`src/rtl/demux1_7_reg.sv`:
```
// demux1_7_reg
//   Registered 1-to-7 data distributor. One value plus a 3-bit destination
//   index is accepted on a valid/ready input channel, held in a single-entry
//   output register, and offered to exactly one of seven destinations until
//   that destination accepts it. Selector 3'b111 is illegal: such a value is
//   accepted and dropped, and the sticky err_sel flag is raised.
//
//   Optional feature macro: DEMUX_DROP_COUNT_EN adds the drop_count port, a
//   saturating 8-bit count of illegal-selector drops.
//
// Ports
//   clk         system clock, rising edge
//   reset       asynchronous, active-high reset
//   in_valid    producer has a value on data_in/selector
//   in_ready    input accepted this cycle (combinational on out_ready)
//   selector    destination index 0..6
//   data_in     value to deliver
//   out_valid   one-hot offer, bit i targets destination i
//   out_ready   per-destination accept
//   data_out    held value, shared by all destinations
//   err_sel     sticky illegal-selector flag
//   drop_count  saturating illegal-drop count (DEMUX_DROP_COUNT_EN only)
//
// state | meaning
// ------+---------------------------------------------------
// EMPTY | nothing held, out_valid = 0, in_ready = 1
// FULL  | value held, out_valid = 1 << sel_q, in_ready follows
//       | the held destination's out_ready

module demux1_7_reg #(
  parameter int DATA_WIDTH = 32
) (
  input  logic                  clk,
  input  logic                  reset,
  input  logic                  in_valid,
  output logic                  in_ready,
  input  logic [2:0]            selector,
  input  logic [DATA_WIDTH-1:0] data_in,
  output logic [6:0]            out_valid,
  input  logic [6:0]            out_ready,
  output logic [DATA_WIDTH-1:0] data_out,
  output logic                  err_sel
`ifdef DEMUX_DROP_COUNT_EN
  ,
  output logic [7:0]            drop_count
`endif
);

  typedef enum logic {
    EMPTY = 1'b0,
    FULL  = 1'b1
  } state_t;

  state_t     state_q;
  state_t     state_d;
  logic [2:0] sel_q;
  logic [7:0] ready_ext;
  logic       held_ready;
  logic       in_xfer;
  logic       out_xfer;
  logic       legal_in;
  logic       illegal_in;

  // Padding to 8 bits keeps the held-index lookup in range for every
  // 3-bit value, even though sel_q never holds 3'b111.
  assign ready_ext  = {1'b0, out_ready};
  assign held_ready = ready_ext[sel_q];

  assign in_xfer    = in_valid && in_ready;
  assign out_xfer   = (state_q == FULL) && held_ready;
  assign legal_in   = in_xfer && (selector != 3'b111);
  assign illegal_in = in_xfer && (selector == 3'b111);

  // State register
  always_ff @(posedge clk or posedge reset) begin
    if (reset) begin
      state_q <= EMPTY;
    end else begin
      state_q <= state_d;
    end
  end

  // Next-state logic. A legal input always refills (covers pass-through
  // while FULL); otherwise a completed delivery empties the register.
  always_comb begin
    state_d = state_q;
    if (legal_in) begin
      state_d = FULL;
    end else if (out_xfer) begin
      state_d = EMPTY;
    end
  end

  // Output logic. out_valid decodes straight from state, so an async reset
  // withdraws the offer without waiting for a clock edge.
  always_comb begin
    in_ready  = 1'b1;
    out_valid = 7'b0;
    if (state_q == FULL) begin
      in_ready = held_ready;
      for (int i = 0; i < 7; i++) begin
        out_valid[i] = (sel_q == 3'(i));
      end
    end
  end

  // Held value and destination index; data_out keeps its last value after
  // delivery.
  always_ff @(posedge clk or posedge reset) begin
    if (reset) begin
      sel_q    <= 3'd0;
      data_out <= '0;
    end else if (legal_in) begin
      sel_q    <= selector;
      data_out <= data_in;
    end
  end

  always_ff @(posedge clk or posedge reset) begin
    if (reset) begin
      err_sel <= 1'b0;
    end else if (illegal_in) begin
      err_sel <= 1'b1;
    end
  end

`ifdef DEMUX_DROP_COUNT_EN
  always_ff @(posedge clk or posedge reset) begin
    if (reset) begin
      drop_count <= 8'd0;
    end else if (illegal_in && (drop_count != 8'hFF)) begin
      drop_count <= drop_count + 8'd1;
    end
  end
`endif

endmodule

```
`config.mk`:
```
export PLATFORM = sky130hd
export DESIGN_NAME = demux1_7_reg
export DESIGN_NICKNAME = d
export VERILOG_FILES = /design/src/rtl/demux1_7_reg.sv
export SDC_FILE = /design/constraint.sdc
export NUM_CORES = 1
export LEC_CHECK = 0
export BUFFER_PORTS_ARGS = -buffer_cell sky130_fd_sc_hd__buf_4
export CORE_MARGIN = 2
export CORE_UTILIZATION = 40
export DETAILED_ROUTE_END_ITERATION = 12
export MAX_ROUTING_LAYER = met4
export PLACE_DENSITY_LB_ADDON = 0.08
export SLEW_MARGIN = 5
export SYNTH_ARGS = -nofsm -noshare
export SYNTH_HDL_FRONTEND = slang
export SYNTH_SLANG_ARGS = --single-unit
```
`constraint.sdc`:
```
create_clock -name clk -period 2.1 [get_ports clk]
set_clock_uncertainty 0.15 [all_clocks]
set_input_delay 0.42 -clock clk [delete_from_list [all_inputs] [get_ports clk]]
set_output_delay 0.42 -clock clk [all_outputs]
set_load 0.005 [all_outputs]
```
==> impl_metrics.py, run 1 <==
metrics = {
    "clock_tree": {
        "cts_buffer_depth": 2,
        "numCtsBuffers": 5,
        "h-tree-depth": 2,
        "path_clk_slew_ps": 70,
        "cts_root_buffer": "clkbuf_8",
        "insertion_delay_ps": 280,
        "ctsHoldBuffers": 0,
        "cts_tree": "done",
        "cts_sinks": 37,
    },
    "placed_design": {
        "dp_hpwl_um": 2720,
        "numPortBuffers": 85,
        "pre_cts_ws_ps": -109,
        "gp_congestion": 0.836,
        "dpl-instance-area_um2": 2370,
    },
    "grt": {
        "grt_pass1_vias": 1176,
        "grt_max_degree": 38,
        "grt.total_usage_pct": 17.0,
        "grt_pass1_wl_um": 5660,
        "antenna_found_initial": 0,
        "grt_overflow": 0,
    },
    "synth": {
        "synth_area_per_cell_um2": 15.9,
        "synth_cells": 106,
        "ys_types": 23,
        "syn_nets": 151,
        "synth_seq_area_share_pct": 54.9,
        "ys_warn_count": 0,
        "ys_ff_latch": 37,
        "syn_area_um2": 1690,
    },
    "floorplanning": {
        "initial_core_util_pct": 41.8,
        "ios": 86,
        "core-area_um2": 4030,
        "rows": 23,
        "die_y_um": 68.9,
        "die_x_um": 68.9,
        "die_area_um2": 4750,
    },
    "power_and_ir_drop": {
        "powerDensity_nw_per_um2": 1500,
        "ir_drop_v": 0.000783,
        "leakagePower_nw": 1.36,
    },
    "worst_setup_path": {
        "r2r_cells": 6,
        "crit_path_start_kind": "flip-flop",
        "critPathMaxStageDelay_ps": 530,
        "crit_start": "sel_q[0]$_DFFE_PP0P_",
        "cp.arrival_ps": 1680,
        "r2r_slack_ps": -120,
        "crit_path_cell_trace": "mux4_2, or2_4, and2_4, buf_6",
        "crit_path_end_kind": "output port",
        "r2r-end": "data_out[25]$_DFFE_PP0P_",
        "worstReg2RegStart": "sel_q[0]$_DFFE_PP0P_",
        "critPathKind": "flip-flop to output port",
        "required_ps": 1530,
        "cpMaxStageDelayCell": "mux4_2",
        "cp_max_fo": 2,
    },
    "routing": {
        "dr.max_layer_used": "met4",
        "wl_um": 3930,
        "via_per_inst": 4.68,
        "antenna_left": 0,
        "first_pass_iters": 4,
        "drt_iter0_drc": 48,
        "drt-wirelength-per-cell_um": 15.5,
        "wl_met1_um": 1670,
        "dr_wl_met2_um": 1940,
        "drc_errors": 0,
        "vias": 1189,
        "wl_met3_um": 286,
    },
    "sta": {
        "setup_violations": 34,
        "tightest_slew_ps": 455,
        "maxSlewViolCount": 0,
        "fin_crit_ps": 2250,
        "fin_ws_ps": -146,
        "hold_viol": 0,
        "timing.fmax_ghz": 0.445,
        "worst_hold_slack_ps": 95.9,
        "rsz0062_at_grt": "true",
        "slew_headroom_pct": 69.7,
        "finalCritPeriodShare_pct": 107,
    },
    "finish": {
        "layout_commonest_cell": "buf_4",
        "drive_gt1_share_pct": 68.6,
        "antenna_cells": 0,
        "fin_area_um2": 2580,
        "areaGrowthSynthToFinish_pct": 53.4,
        "num-nets-final": 249,
        "final_cell_mix": "buf_4 (89), dfrtp_1 (37), mux2_4 (33)",
    },
    "run_status": {
        "status": "finished with violations",
        "violations": "setup timing",
    },
    "worst_hold_path": {
        "hold_class": "primary input to async pin",
    },
    "run": {
        "maxCapViolCount": 0,
    },
}
==> synthesized netlist by cell type (all sizes together) <==
cell / instances / area share, %
mux2: 33 / 29
mux4: 1 / 1.3
nand2: 5 / 1.1
buf: 5 / 4.7
nand4: 1 / 1.3
o2111ai: 1 / 0.52
a32oi: 1 / 0.52
a21oi: 1 / 0.30
o22a: 1 / 0.52
nor2: 5 / 1.1
nand2b: 2 / 0.74
o21bai: 1 / 0.45
mux2i: 1 / 0.59
nor3: 2 / 0.59
and2: 1 / 0.37
nand3: 2 / 0.59
nand3b: 1 / 0.45
dfrtp: 37 / 55
inv: 4 / 0.89
or2: 1 / 0.52
==> sequential cells by signal (all words and copies together), names as in the netlist <==
register	cells
err_sel	1
state_q	1
data_out	32
sel_q	3
==> power breakdown <==
| group | switching, mW | total, mW | internal [mW] |
|---|---|---|---|
| Sequential | 0.248 | 1.33 | 1.08 |
| Combinational | 0.667 | 2.07 | 1.40 |
| Clock | 0.231 | 0.491 | 0.260 |
| Total | 1.14 | 3.89 | 2.74 |
==> cell families after synthesis <==
kind of cell / after synthesis / synth area share [%]
DFF: 37 / 54.9
AOI/OAI and AO/OA: 5 / 2.30
and+or+nand+nor: 20 / 6.76
muxes: 35 / 30.4
buffers and inverters: 9 / 5.57
==> final cells by class <==
| class | count | area, µm² |
|---|---|---|
| inverters | 4 | 15.0 |
| fillers | 326 | 1440 |
| repair buffers | 96 | 806 |
| well taps | 50 | 62.6 |
| flip-flops and latches | 37 | 926 |
| clock buffers | 7 | 86.3 |
| multi-input cells | 60 | 689 |
==> metal layers <==
layer	vias up	global-route usage (%)
li1	563	-
met1	568	21.2
met2	53	26.3
met3	5	4.55
met4	0	6.62
met5	-	-
==> worst max-delay path by stage <==
stage / depth (start not counted) / endpoint
after floorplan: 6 / data_out[10]$_DFFE_PP0P_
after global placement: 6 / data_out[27]$_DFFE_PP0P_
after detailed placement: 6 / data_out[27]$_DFFE_PP0P_
after CTS: 4 / in_ready
after global routing: 4 / in_ready
final: 4 / in_ready
==> timing repair <==
item / in CTS / in global routing
resized for setup: 6 / 1
cloned: 0 / 4
pin swaps: 2 / 1
endpoints found under the hold margin: 0 / 0
setup endpoints to repair: 1 / 34
setup buffers: 1 / 1
==> through the flow <==
step | setup TNS [ps] | power (mW) | util [%] | std cells
final | -3290 | 3.89 | 64.2 | 254
after global routing | -5880 | 4.13 | 64.2 | 254
after CTS | -2310 | 3.75 | 61.7 | 249
after detailed placement | -2150 | 3.17 | 58.8 | 241
after global placement | -2000 | 3.11 | 58.8 | 241
after floorplan | 0 | 2.38 | - | 106
==> worst max-delay path: cells and delay by family (launching register included) <==
family / cells / cell delay, ps
multiplexers: 1 / 530
AND/OR/NAND/NOR: 2 / 390
flip-flops: 1 / 370
buffers and inverters: 1 / 110
Note: power is estimated with default switching activity, not from simulation.
==> inputs of run 2 (changes only) <==
- CORE_UTILIZATION: 40 -> 45
- SLEW_MARGIN: 5 -> 20
- clock period: 2.1 -> 2.3 ns (I/O delays scaled with it)
==> run 2 against run 1 <==
The run now ends clean; sequential power shrank 9%; first-iteration DRC count is 60% lower; non-clock buffer count fell by 5; total power down 14%; sequential cell count is the same; setup slack better by 170 ps; combinational power down 19%; cell count down 2.8%; register-to-register slack better by 220 ps; die area decreased by 10%; global-route usage is 0.48 points higher; critical path type unchanged; largest cell class unchanged.
==> impl_metrics.py, run 2 (synthesis results as in run 1) <==
metrics = {
    "run_status": {
        "status": "completed",
    },
    "grt": {
        "grt_max_degree": 38,
        "grt.total_usage_pct": 17.4,
        "grt_overflow": 0,
        "grt_pass1_wl_um": 5490,
        "grt_pass1_vias": 1179,
        "antenna_found_initial": 0,
    },
    "sta": {
        "hold_viol": 0,
        "tightest_slew_ps": 451,
        "setup_violations": 0,
        "fin_setup_tns_ps": 0,
        "finalCritPeriodShare_pct": 99.0,
        "rsz0062_at_grt": "true",
        "maxSlewViolCount": 0,
        "slew_headroom_pct": 69.9,
        "timing.fmax_ghz": 0.439,
        "fin_crit_ps": 2280,
    },
    "worst_setup_path": {
        "cp_max_fo": 2,
        "crit_buf_inv": 1,
        "crit_path_cell_trace": "mux4_2, or2_4, and2_4, buf_6",
        "critPathMaxStageDelay_ps": 530,
        "crit_path_end_kind": "output port",
        "cp_top_family": "multiplexers",
        "cp.arrival_ps": 1670,
        "critPathKind": "flip-flop to output port",
        "cpMaxStageDelayCell": "mux4_2",
        "required_ps": 1690,
        "crit_path_start_kind": "flip-flop",
    },
    "routing": {
        "drt_iter0_drc": 19,
        "drt-wirelength-per-cell_um": 14.0,
        "vias": 1156,
        "drc_errors": 0,
        "via_per_inst": 4.68,
        "wl_um": 3460,
        "first_pass_iters": 4,
        "antenna_left": 0,
    },
    "floorplanning": {
        "die_area_um2": 4250,
        "rows": 22,
        "die_y_um": 65.2,
        "core-area_um2": 3630,
        "initial_core_util_pct": 46.4,
        "ios": 86,
        "die_x_um": 65.2,
    },
    "clock_tree": {
        "numCtsBuffers": 5,
        "cts_root_buffer": "clkbuf_8",
        "cts_tree": "done",
        "ctsHoldBuffers": 0,
        "insertion_delay_ps": 280,
        "cts_buffer_depth": 2,
        "h-tree-depth": 2,
        "path_clk_slew_ps": 70,
        "cts_sinks": 37,
    },
    "finish": {
        "areaGrowthSynthToFinish_pct": 46.4,
        "largest_reg_flops": 32,
        "antenna_cells": 0,
        "regMostFlops": "data_out",
        "largestRegisters": "data_out (32), sel_q (3)",
        "layout_commonest_cell": "buf_4",
        "final_cell_mix": "buf_4 (88), dfrtp_1 (37), mux2_4 (29)",
        "drive_gt1_share_pct": 67.3,
        "num-nets-final": 244,
    },
    "power_and_ir_drop": {
        "leakagePower_nw": 1.29,
        "powerDensity_nw_per_um2": 1350,
        "ir_drop_v": 0.000635,
        "p_total_mw": 3.33,
    },
    "run": {
        "maxCapViolCount": 0,
    },
    "placed_design": {
        "gp_congestion": 0.634,
        "numPortBuffers": 85,
        "dp_hpwl_um": 2580,
    },
    "worst_hold_path": {
        "hold_class": "primary input to async pin",
    },
}
==> run 2: final cells by class <==
| cell class | count | area [µm²] |
|---|---|---|
| flip-flops and latches | 37 | 926 |
| fillers | 292 | 1170 |
| inverters | 4 | 15.0 |
| repair buffers | 91 | 712 |
| well taps | 48 | 60.1 |
| clock buffers | 7 | 86.3 |
| multi-input cells | 60 | 668 |
==> run 2: power breakdown <==
group	switching (mW)	internal [mW]	total (mW)	leakage, nW
clock network	0.203	0.237	0.440	0.0443
registers	0.222	0.987	1.21	0.429
logic	0.537	1.14	1.68	0.814
==> run 2: final timing paths <==
kind | start | endpoint | slack, ps | depth (start not counted)
max | sel_q[0]$_DFFE_PP0P_ | in_ready | 20 | 4
min | reset | data_out[15]$_DFFE_PP0P_ | 140 | 3
max reg2reg | sel_q[0]$_DFFE_PP0P_ | data_out[26]$_DFFE_PP0P_ | 100 | 6
min reg2reg | data_out[24]$_DFFE_PP0P_ | data_out[24]$_DFFE_PP0P_ | 360 | 1
max in group asynchronous | reset | data_out[14]$_DFFE_PP0P_ | 1550 | 3
min in group clk | data_in[2] | data_out[2]$_DFFE_PP0P_ | 260 | 2
==> run 2: stage by stage <==
step | setup WS [ps] | cells | cell area, µm² | hold slack [ps] | util [%]
floorplan | 220 | 106 | 1690 | 318 | -
global placement | 65.9 | 238 | 2360 | 337 | 64.9
detailed placement | 54.1 | 238 | 2360 | 349 | 64.9
CTS | -5.20 | 247 | 2470 | 155 | 67.9
global route | -22.0 | 247 | 2470 | 183 | 67.9
finish | 23.0 | 247 | 2470 | 139 | 67.9
==> run 2: metal layers <==
layer | share of wire [%] | vias up | global-route usage, %
met1 | 41 | 548 | 22.1
met5 | 0 | - | -
met2 | 50 | 52 | 27.6
met4 | 1.1 | 0 | 6.25
met3 | 7.1 | 4 | 4.11
li1 | - | 552 | -
==> run 2: worst min-delay path: stages <==
cell and delay, ps:
buf_4 100, inv_1 40, buf_4 390
==> run 2: repair_timing <==
item                       4_1_cts  5_1_grt
hold endpoints to repair         0        0
setup buffers                    2        0
setup endpoints to repair        1        1
pin swaps                        1        1
gates resized for setup          2        0
